File: src/rtl/vsync_phase_detector_pkg.sv
// Shared lock-state encodings, default parameters and a counter-width helper
// for the vsync phase detector.
package vsync_phase_detector_pkg;

    typedef enum logic [1:0] {
        S_INIT = 2'b00,
        S_ACQ  = 2'b01,
        S_LOCK = 2'b10
    } state_t;

    localparam int unsigned WIDTH_ERR_DEF = 22;
    localparam int unsigned LOCK_CNT_DEF  = 8;
    localparam int unsigned MISS_CNT_DEF  = 4;
    localparam int unsigned TIMEOUT_DEF   = 2475000;

    // Bits needed to hold values 0..n inclusive.
    function automatic int unsigned cnt_bits(input int unsigned n);
        return (n < 2) ? 1 : $clog2(n + 1);
    endfunction

endpackage

File: src/rtl/vsync_phase_detector_sync_edge.sv
// Optional 2-FF synchronizer followed by a one-register rising-edge detector.
// With SYNC=0 the input is already clock-synchronous and only the edge register remains.
module vsync_phase_detector_sync_edge #(
    parameter bit SYNC = 1'b1
) (
    input  logic clk,
    input  logic rst,
    input  logic din,
    output logic rise_c
);

    logic level;
    logic prev;

    generate
        if (SYNC) begin : g_sync
            logic [1:0] meta;

            always_ff @(posedge clk) begin
                if (rst) begin
                    meta <= '0;
                end else begin
                    meta <= {meta[0], din};
                end
            end

            assign level = meta[1];
        end else begin : g_bypass
            assign level = din;
        end
    endgenerate

    always_ff @(posedge clk) begin
        if (rst) begin
            prev <= 1'b0;
        end else begin
            prev <= level;
        end
    end

    assign rise_c = level & ~prev;

endmodule

File: src/rtl/vsync_phase_detector.sv
// Phase detector for the vsync fractional-divider loop: measures the Fref period,
// turns each vsync edge into a signed phase error and tracks window lock.
module vsync_phase_detector
    import vsync_phase_detector_pkg::*;
#(
    parameter int unsigned WIDTH_ERR = WIDTH_ERR_DEF,
    parameter int unsigned LOCK_CNT  = LOCK_CNT_DEF,
    parameter int unsigned MISS_CNT  = MISS_CNT_DEF,
    parameter int unsigned TIMEOUT   = TIMEOUT_DEF
) (
    input  logic                        sp_clk,
    input  logic                        rst,
    input  logic                        enable,
    input  logic                        fref,
    input  logic                        vsync_in,
    input  logic [9:0]                  win_width,
    output logic signed [WIDTH_ERR-1:0] err,
    output logic                        err_valid,
    output logic [WIDTH_ERR-2:0]        period,
    output logic                        venable,
    output logic                        pd_error
);

    localparam int unsigned PW = WIDTH_ERR - 1;
    localparam int unsigned TW = cnt_bits(TIMEOUT);
    localparam int unsigned HW = cnt_bits(LOCK_CNT);
    localparam int unsigned MW = cnt_bits(MISS_CNT);
    localparam logic [PW-1:0] PH_MAX = '1;

    logic                 fr_rise;
    logic                 vs_rise;
    logic [PW-1:0]        ph;
    logic [PW-1:0]        e;
    logic                 have_prev;
    logic                 per_ok;
    logic [TW-1:0]        timer;
    logic                 timeout_c;
    logic [WIDTH_ERR-1:0] e_ext;
    logic [WIDTH_ERR-1:0] per_ext;
    logic [WIDTH_ERR-1:0] err_c;
    logic [WIDTH_ERR-1:0] abs_c;
    logic                 sample_c;
    logic                 hit_c;
    logic                 miss_c;
    state_t               state;
    logic [HW-1:0]        hit_cnt;
    logic [MW-1:0]        miss_cnt;

    vsync_phase_detector_sync_edge #(.SYNC(1'b1)) u_vs_edge (
        .clk    (sp_clk),
        .rst    (rst),
        .din    (vsync_in),
        .rise_c (vs_rise)
    );

    vsync_phase_detector_sync_edge #(.SYNC(1'b0)) u_fr_edge (
        .clk    (sp_clk),
        .rst    (rst),
        .din    (fref),
        .rise_c (fr_rise)
    );

    // Phase counter and period capture; a saturated phase means Fref has stopped.
    always_ff @(posedge sp_clk) begin
        if (rst) begin
            ph        <= '0;
            period    <= '0;
            have_prev <= 1'b0;
            per_ok    <= 1'b0;
        end else if (fr_rise) begin
            ph        <= PW'(1);
            have_prev <= 1'b1;
            if (have_prev && (ph != PH_MAX)) begin
                period <= ph;
                per_ok <= 1'b1;
            end
        end else if (ph == PH_MAX) begin
            per_ok    <= 1'b0;
            have_prev <= 1'b0;
        end else begin
            ph <= ph + PW'(1);
        end
    end

    // Offsets at or past half a period wrap to a negative error (vsync leads the next edge).
    assign e       = fr_rise ? '0 : ph;
    assign e_ext   = {1'b0, e};
    assign per_ext = {1'b0, period};
    assign err_c   = (e < (period >> 1)) ? e_ext : (e_ext - per_ext);
    assign abs_c   = err_c[WIDTH_ERR-1] ? -err_c : err_c;

    assign sample_c = vs_rise & per_ok & enable;
    assign hit_c    = (abs_c <= WIDTH_ERR'(win_width));
    assign miss_c   = (sample_c & ~hit_c) | timeout_c;

    // Vsync watchdog, only armed while samples are possible.
    assign timeout_c = enable && per_ok && !vs_rise && (timer == TW'(TIMEOUT - 1));

    always_ff @(posedge sp_clk) begin
        if (rst) begin
            timer <= '0;
        end else if (!enable || !per_ok || vs_rise || timeout_c) begin
            timer <= '0;
        end else if (timer != TW'(TIMEOUT - 1)) begin
            timer <= timer + TW'(1);
        end
    end

    // Error output and lock state machine share one update cycle.
    always_ff @(posedge sp_clk) begin
        if (rst) begin
            state     <= S_INIT;
            hit_cnt   <= '0;
            miss_cnt  <= '0;
            venable   <= 1'b0;
            err       <= '0;
            err_valid <= 1'b0;
            pd_error  <= 1'b0;
        end else begin
            err_valid <= sample_c;
            pd_error  <= miss_c;
            if (sample_c) begin
                err <= $signed(err_c);
            end

            if (!enable || !per_ok) begin
                state    <= S_INIT;
                hit_cnt  <= '0;
                miss_cnt <= '0;
                venable  <= 1'b0;
            end else begin
                case (state)
                    S_INIT: begin
                        state    <= S_ACQ;
                        hit_cnt  <= '0;
                        miss_cnt <= '0;
                        venable  <= 1'b0;
                    end
                    S_ACQ: begin
                        if (miss_c) begin
                            hit_cnt <= '0;
                        end else if (sample_c) begin
                            if (hit_cnt >= HW'(LOCK_CNT - 1)) begin
                                state    <= S_LOCK;
                                venable  <= 1'b1;
                                hit_cnt  <= '0;
                                miss_cnt <= '0;
                            end else begin
                                hit_cnt <= hit_cnt + HW'(1);
                            end
                        end
                    end
                    S_LOCK: begin
                        if (miss_c) begin
                            if (miss_cnt >= MW'(MISS_CNT - 1)) begin
                                state    <= S_ACQ;
                                venable  <= 1'b0;
                                hit_cnt  <= '0;
                                miss_cnt <= '0;
                            end else begin
                                miss_cnt <= miss_cnt + MW'(1);
                            end
                        end else if (sample_c) begin
                            miss_cnt <= '0;
                        end
                    end
                    default: begin
                        state    <= S_INIT;
                        hit_cnt  <= '0;
                        miss_cnt <= '0;
                        venable  <= 1'b0;
                    end
                endcase
            end
        end
    end

endmodule
File: config.mk
export PLATFORM = sky130hd
export DESIGN_NAME = vsync_phase_detector
export DESIGN_NICKNAME = d
export VERILOG_FILES = /design/src/rtl/vsync_phase_detector_pkg.sv /design/src/rtl/vsync_phase_detector_sync_edge.sv /design/src/rtl/vsync_phase_detector.sv
export SDC_FILE = /design/constraint.sdc
export NUM_CORES = 1
export LEC_CHECK = 0
export CAP_MARGIN = 15
export CORE_ASPECT_RATIO = 0.7
export CORE_MARGIN = 8
export CORE_UTILIZATION = 55
export CTS_CLUSTER_SIZE = 24
export DETAILED_ROUTE_END_ITERATION = 8
export PLACE_DENSITY_LB_ADDON = 0.25
export SLEW_MARGIN = 15
export SYNTH_ARGS = -nofsm -noshare
export SYNTH_HDL_FRONTEND = slang
export SYNTH_SLANG_ARGS = --single-unit
File: constraint.sdc
create_clock -name sp_clk -period 18 [get_ports sp_clk]
set_clock_uncertainty 0.1 [all_clocks]
set_input_delay 4.5 -clock sp_clk [delete_from_list [all_inputs] [get_ports sp_clk]]
set_output_delay 4.5 -clock sp_clk [all_outputs]
set_load 0.005 [all_outputs]
==> results of run 1 <==
## layer usage
layer  vias up  global-route usage  wire length [um]
li1       3553                   -                 -
met1      3333               0.333              9940
met2       316               0.338              8450
met3        23              0.0539              2030
met4         0              0.0632               295
met5         -                   0                 0
## path summary, 6_finish.rpt
check	end	slack, ns	depth (start not counted)
worst min register to register	u_vs_edge.g_sync.meta[1]$_SDFF_PP0_	0.36	1
worst min-delay path	u_vs_edge.g_sync.meta[1]$_SDFF_PP0_	0.36	1
worst max-delay path	miss_cnt[2]$_SDFFE_PP0P_	6.91	27
worst max register to register	miss_cnt[2]$_SDFFE_PP0P_	11.16	26
## state kept, by name, indices dropped and copies added (netlist names)
register	count
ph	21
per_ok	1
err_valid	1
u_vs_edge.g_sync.meta	2
u_fr_edge.prev	1
period	21
err	22
state	1
venable	1
hit_cnt	4
pd_error	1
have_prev	1
u_vs_edge.prev	1
miss_cnt	3
timer	22
## through the flow
step	hold WS, ns	util
6_report	0.357	0.626
4_1_cts	0.358	0.626
5_1_grt	0.379	0.626
2_1_floorplan	0.314	-
3_5_place_dp	0.332	0.603
3_3_place_gp	0.341	0.603
## final cells by class
class | count | area (um2) | area share
inverter | 54 | 203 | 0.0237
multi-input combinational | 771 | 5110 | 0.597
tap | 190 | 238 | 0.0278
timing repair buffer | 66 | 641 | 0.0748
sequential | 103 | 2060 | 0.241
clock buffer | 9 | 225 | 0.0263
clock inverter | 7 | 82.6 | 0.00964
## power breakdown
| part | switching [mW] | internal (mW) |
|---|---|---|
| Clock | 0.0932 | 0.110 |
| Sequential | 0.00186 | 0.229 |
| Combinational | 0.0619 | 0.0402 |
## cell families after synthesis
kind of cell / synth area share
AOI/OAI and AO/OA: 0.234
xor gates and xnor gates: 0.0755
adders and majority gates: 0.0863
buffers and inverters: 0.0566
DFF: 0.271
muxes: 0.0201
and+or+nand+nor: 0.256
## placed cells by master, fill, tap and decap left out, types with 4 or more instances in the layout
master	count
a31o_2	4
a31oi_1	12
o31a_1	4
nor4_1	6
o21a_1	12
nor3_1	17
o21ai_0	30
ha_1	50
nand3_1	32
nand2b_1	26
dfxtp_1	103
xor2_1	30
and3_1	18
o31ai_1	6
o211ai_1	14
inv_1	54
a21oi_1	75
xnor2_1	33
a21o_1	11
and2_1	20
a211oi_1	8
clkdlybuf4s50_1	59
clkbuf_16	9
nor2b_1	11
nor3b_1	5
mux2i_1	13
nand4_1	20
a22oi_1	19
nand2_1	105
nand3b_1	4
nor2_1	95
buf_4	6
## critical path, delay by kind of cell
family	cells	cell delay (ns)
xor+xnor	1	0.17
mux	1	0.34
simple gates	9	1.80
fa+ha+maj	3	0.77
compound gates	9	2.32
buf+inv	4	1.28
==> results.yml, run 1 <==
detailed_routing:
  dr_total_vias: 7225
  drc: 0
  ant_nets: 0
  first_pass_iters: 6
  wire_per_inst_um: 17.3
  wl_um: 20700
  via_per_inst: 6.02
  drtIter0Drc: 941
logic_synthesis:
  synthTopCellsByCount: "nand2_1 (105), dfxtp_1 (103), nor2_1 (95)"
  synth_ff_type: "dfxtp_1"
  ys_types: 93
  ys_warn_count: 0
  syn-mean-instance-area_um2: 7.75
  synth-async-reset-ratio: 0
  synth-edff-count: 0
  synth_top_area_cell: "dfxtp_1"
  ys_ff_latch: 103
  synth_cells: 981
  ys_seq_area_frac: 0.271
  yosysMostFrequentCell: "nand2_1"
  synth.area.top_cells: "dfxtp_1 (27%), ha_1 (8.2%), nand2_1 (5.2%), a21oi_1 (4.9%), nor2_1 (4.7%)"
  syn_nets: 1047
  synth_area_um2: 7610
  synth.top_cell.area_share: 0.271
clock_tree:
  holdBufCountCts: 0
  cts_buffers: 9
  cts.sinks: 103
  ctsHtreeMaxLevel: 3
  cts_resized: 0
  post_cts_buffers: 0
  clk_pin_slew_worst_paths_ns: 0.07
  cts_tree: "yes"
  cts-root-buf: "clkbuf_16"
  clk_latency_ns: 0.35
  clockBufferDepth: 2
floorplanning:
  die_area_um2: 17900
  core_um2: 13700
  rows: 36
  die_height_um: 114
  ios: 61
  die_w_um: 157
  initial_core_util: 0.556
worst_setup_path:
  crit_slowest_cell: "clkdlybuf4s50_1"
  crit_fanout: 45
  cp-startpoint: "fref"
  crit_path_max_incr_delay_ns: 0.43
  required_ns: 18.13
  end_kind: "register"
  crit_path_start_kind: "input pin"
  worst_r2r_startpoint: "u_fr_edge.prev$_SDFF_PP0_"
  worstSetupPathType: "input pin to register"
  crit_top_cell: "ha_1"
  cp.arrival_ns: 11.22
hold_path:
  worstHoldStart: "u_vs_edge.g_sync.meta[0]$_SDFF_PP0_"
  hold_path_class: "register to register"
final_layout:
  final_layout_size_suffix_gt1_frac: 0.0554
  area_growth_pct: 12.6
  final_cells: 1200
  num_antenna_cells: 0
  nets: 1071
  finalInstanceArea_um2: 8570
  fill_cells: 1300
global_routing:
  grt_max_degree: 53
  track_usage: 0.232
  antenna_found_initial: 0
  gr-total-overflow: 0
  grt_pass1_wl_um: 34000
  grt_pass1_vias: 6707
place:
  globalplace.congestion: 0.969
  dp_slack_ns: 6.78
  io_buffers: 60
  dpl.cell_count: 1184
  place_area_um2: 8260
  dp_hpwl_um: 15700
job:
  cap_violations: 0
sta:
  maxSlewViolCount: 0
  hold_viol_final: 0
  setup_viol: 0
  setup_ws_ns: 6.91
  tns_ns: 0
  grt_setup_unrepaired: "no"
  fmax_mhz: 90.2
  relSlewSlack: 0.373
  min_period_over_period: 0.616
  tightest_slew_ns: 0.916
  period_needed_ns: 11.09
status:
  outcome: "finished, final reports clean"
power_and_ir_drop:
  powerDensity_nw_per_um2: 62.6
  p_leak_nw: 3.39
  vdd_drop_max_v: 0.0000495
  p_total_mw: 0.536
No activity file was read; power rests on OpenSTA's default activity.
==> run 2: changes to the inputs <==
--- a/config.mk
+++ b/config.mk
@@ -8,7 +8,7 @@
 export CAP_MARGIN = 15
 export CORE_ASPECT_RATIO = 0.7
 export CORE_MARGIN = 8
-export CORE_UTILIZATION = 55
+export CORE_UTILIZATION = 54
 export CTS_CLUSTER_SIZE = 24
 export DETAILED_ROUTE_END_ITERATION = 8
 export PLACE_DENSITY_LB_ADDON = 0.25
==> constraint.sdc (replaced) <==
create_clock -name sp_clk -period 10 [get_ports sp_clk]
set_clock_uncertainty 0.1 [all_clocks]
set_input_delay 2.5 -clock sp_clk [delete_from_list [all_inputs] [get_ports sp_clk]]
set_output_delay 2.5 -clock sp_clk [all_outputs]
set_load 0.005 [all_outputs]
==> results.yml, run 2 (same netlist as run 1, synthesis figures left out) <==
final_layout:
  ff_latch_area_um2: 2060
  nets: 1075
  num_antenna_cells: 0
  final_layout_size_suffix_gt1_frac: 0.0592
  fill_cells: 1257
  final_common_cell: "nand2_1"
  multi_input_area_um2: 5110
  final_cell_mix: "nand2_1 (105), dfxtp_1 (103), nor2_1 (95), a21oi_1 (75), clkdlybuf4s50_1 (59)"
  area_growth_pct: 13.3
  top_regs: "err (22), timer (22)"
power_and_ir_drop:
  vdd_drop_max_v: 0.0000916
  powerDensity_nw_per_um2: 115
  p_leak_nw: 3.42
  p_total_mw: 0.992
detailed_routing:
  drc: 0
  wire_per_inst_um: 17.2
  dr_total_vias: 7282
  first_pass_iters: 7
  via_per_inst: 6.05
  wl_um: 20700
  drtIter0Drc: 830
  ant_nets: 0
worst_setup_path:
  required_ns: 10.13
  crit_path_start_kind: "input pin"
  crit_fanout: 24
  end_kind: "register"
  rr_endpoint: "miss_cnt[2]$_SDFFE_PP0P_"
  worstSetupPathType: "input pin to register"
  cp.arrival_ns: 9.34
  r2r_slack_ns: 3.02
  worst_r2r_startpoint: "u_fr_edge.prev$_SDFF_PP0_"
  rr_worst_depth: 25
global_routing:
  gr-total-overflow: 0
  grt_pass1_vias: 6518
  grt_max_degree: 53
  antenna_found_initial: 0
  grt_pass1_wl_um: 33900
  track_usage: 0.229
floorplanning:
  initial_core_util: 0.550
  ios: 61
  core_um2: 13800
  rows: 36
  die_height_um: 115
  die_area_um2: 18200
  die_w_um: 158
sta:
  setup_viol: 0
  maxSlewViolCount: 0
  tightest_slew_ns: 0.927
  tns_ns: 0
  fmax_mhz: 109
  hold_viol_final: 0
  min_period_over_period: 0.922
  relSlewSlack: 0.380
  grt_setup_unrepaired: "no"
  period_needed_ns: 9.22
place:
  io_buffers: 60
  dp_hpwl_um: 15900
  globalplace.congestion: 0.995
clock_tree:
  clk_latency_ns: 0.35
  holdBufCountCts: 0
  clockBufferDepth: 2
  cts-root-buf: "clkbuf_16"
  cts_buffers: 9
  ctsHtreeMaxLevel: 3
  cts.sinks: 103
  cts_tree: "yes"
  post_cts_buffers: 0
  cts_resized: 0
  clk_pin_slew_worst_paths_ns: 0.07
hold_path:
  hold_path_class: "register to register"
  holdPathEnd: "timer[0]$_SDFFE_PP0P_"
  hold_depth: 1
  worstHoldStart: "timer[0]$_SDFFE_PP0P_"
status:
  outcome: "finished, final reports clean"
job:
  cap_violations: 0
[run 2: cell types whose count changed in the layout (fill, tap and decap cells not counted)]
cell / change
clkinv_4: -2
inv_6: +1
buf_4: +4
bufinv_16: +1
[run 2: critical path, cell delays in order]
cell	delay, ns
clkdlybuf4s50_1	0.48
nand2b_1	0.48
and2_1	0.42
ha_1	0.33
nand4_1	0.10
a211oi_1	0.51
o2111a_1	0.27
o211ai_1	0.13
and3_1	0.27
a31oi_1	0.33
ha_1	0.22
and2_1	0.38
a31oi_1	0.17
xnor2_1	0.16
ha_1	0.30
nand4_1	0.12
or3_1	0.39
a22oi_1	0.32
o2111ai_1	0.16
a211oi_1	0.33
and4_4	0.32
nand3_2	0.11
o311ai_2	0.39
o22ai_1	0.12
[run 2: how the worst max path moves through the flow]
stage / start / to / depth (start not counted)
6_report: fref / miss_cnt[2]$_SDFFE_PP0P_ / 24
5_1_grt: fref / miss_cnt[2]$_SDFFE_PP0P_ / 25
4_1_cts: fref / miss_cnt[2]$_SDFFE_PP0P_ / 24
3_5_place_dp: fref / miss_cnt[2]$_SDFFE_PP0P_ / 24
3_3_place_gp: fref / miss_cnt[1]$_SDFFE_PP0P_ / 27
2_1_floorplan: fref / miss_cnt[1]$_SDFFE_PP0P_ / 36
[run 2: metal layers]
metal	GRT usage	vias to the layer above	wire, um
met5	0	-	0
met4	0.0632	0	433
met3	0.0612	42	2020
met2	0.318	316	8030
met1	0.335	3350	10300
li1	-	3574	-
[run 2: stage by stage]
stage | setup WS (ns) | hold slack, ns | instance area (um2) | utilization | std cells
floorplan | 1.03 | 0.314 | 7610 | - | 981
global placement | 0.907 | 0.339 | 8290 | 0.599 | 1188
detailed placement | 0.644 | 0.347 | 8290 | 0.599 | 1188
CTS | 0.916 | 0.372 | 8620 | 0.623 | 1204
global route | 0.364 | 0.395 | 8620 | 0.623 | 1204
finish | 0.785 | 0.371 | 8620 | 0.623 | 1204
[run 2: report_power, final]
| part | internal [mW] | leakage (nW) | total, mW | switching, mW |
|---|---|---|---|---|
| logic | 0.0735 | 2.43 | 0.184 | 0.110 |
| clock network | 0.223 | 0.154 | 0.392 | 0.169 |
| registers | 0.413 | 0.831 | 0.416 | 0.00350 |
| total | 0.709 | 3.42 | 0.992 | 0.283 |
[run 2: cell type report]
type                       count  share of cell area
clock inverter                 7              0.0121
timing repair buffer          70              0.0778
inverter                      54              0.0235
multi-input combinational    771               0.594
clock buffer                   9              0.0261
tap                          190              0.0276
sequential                   103               0.239
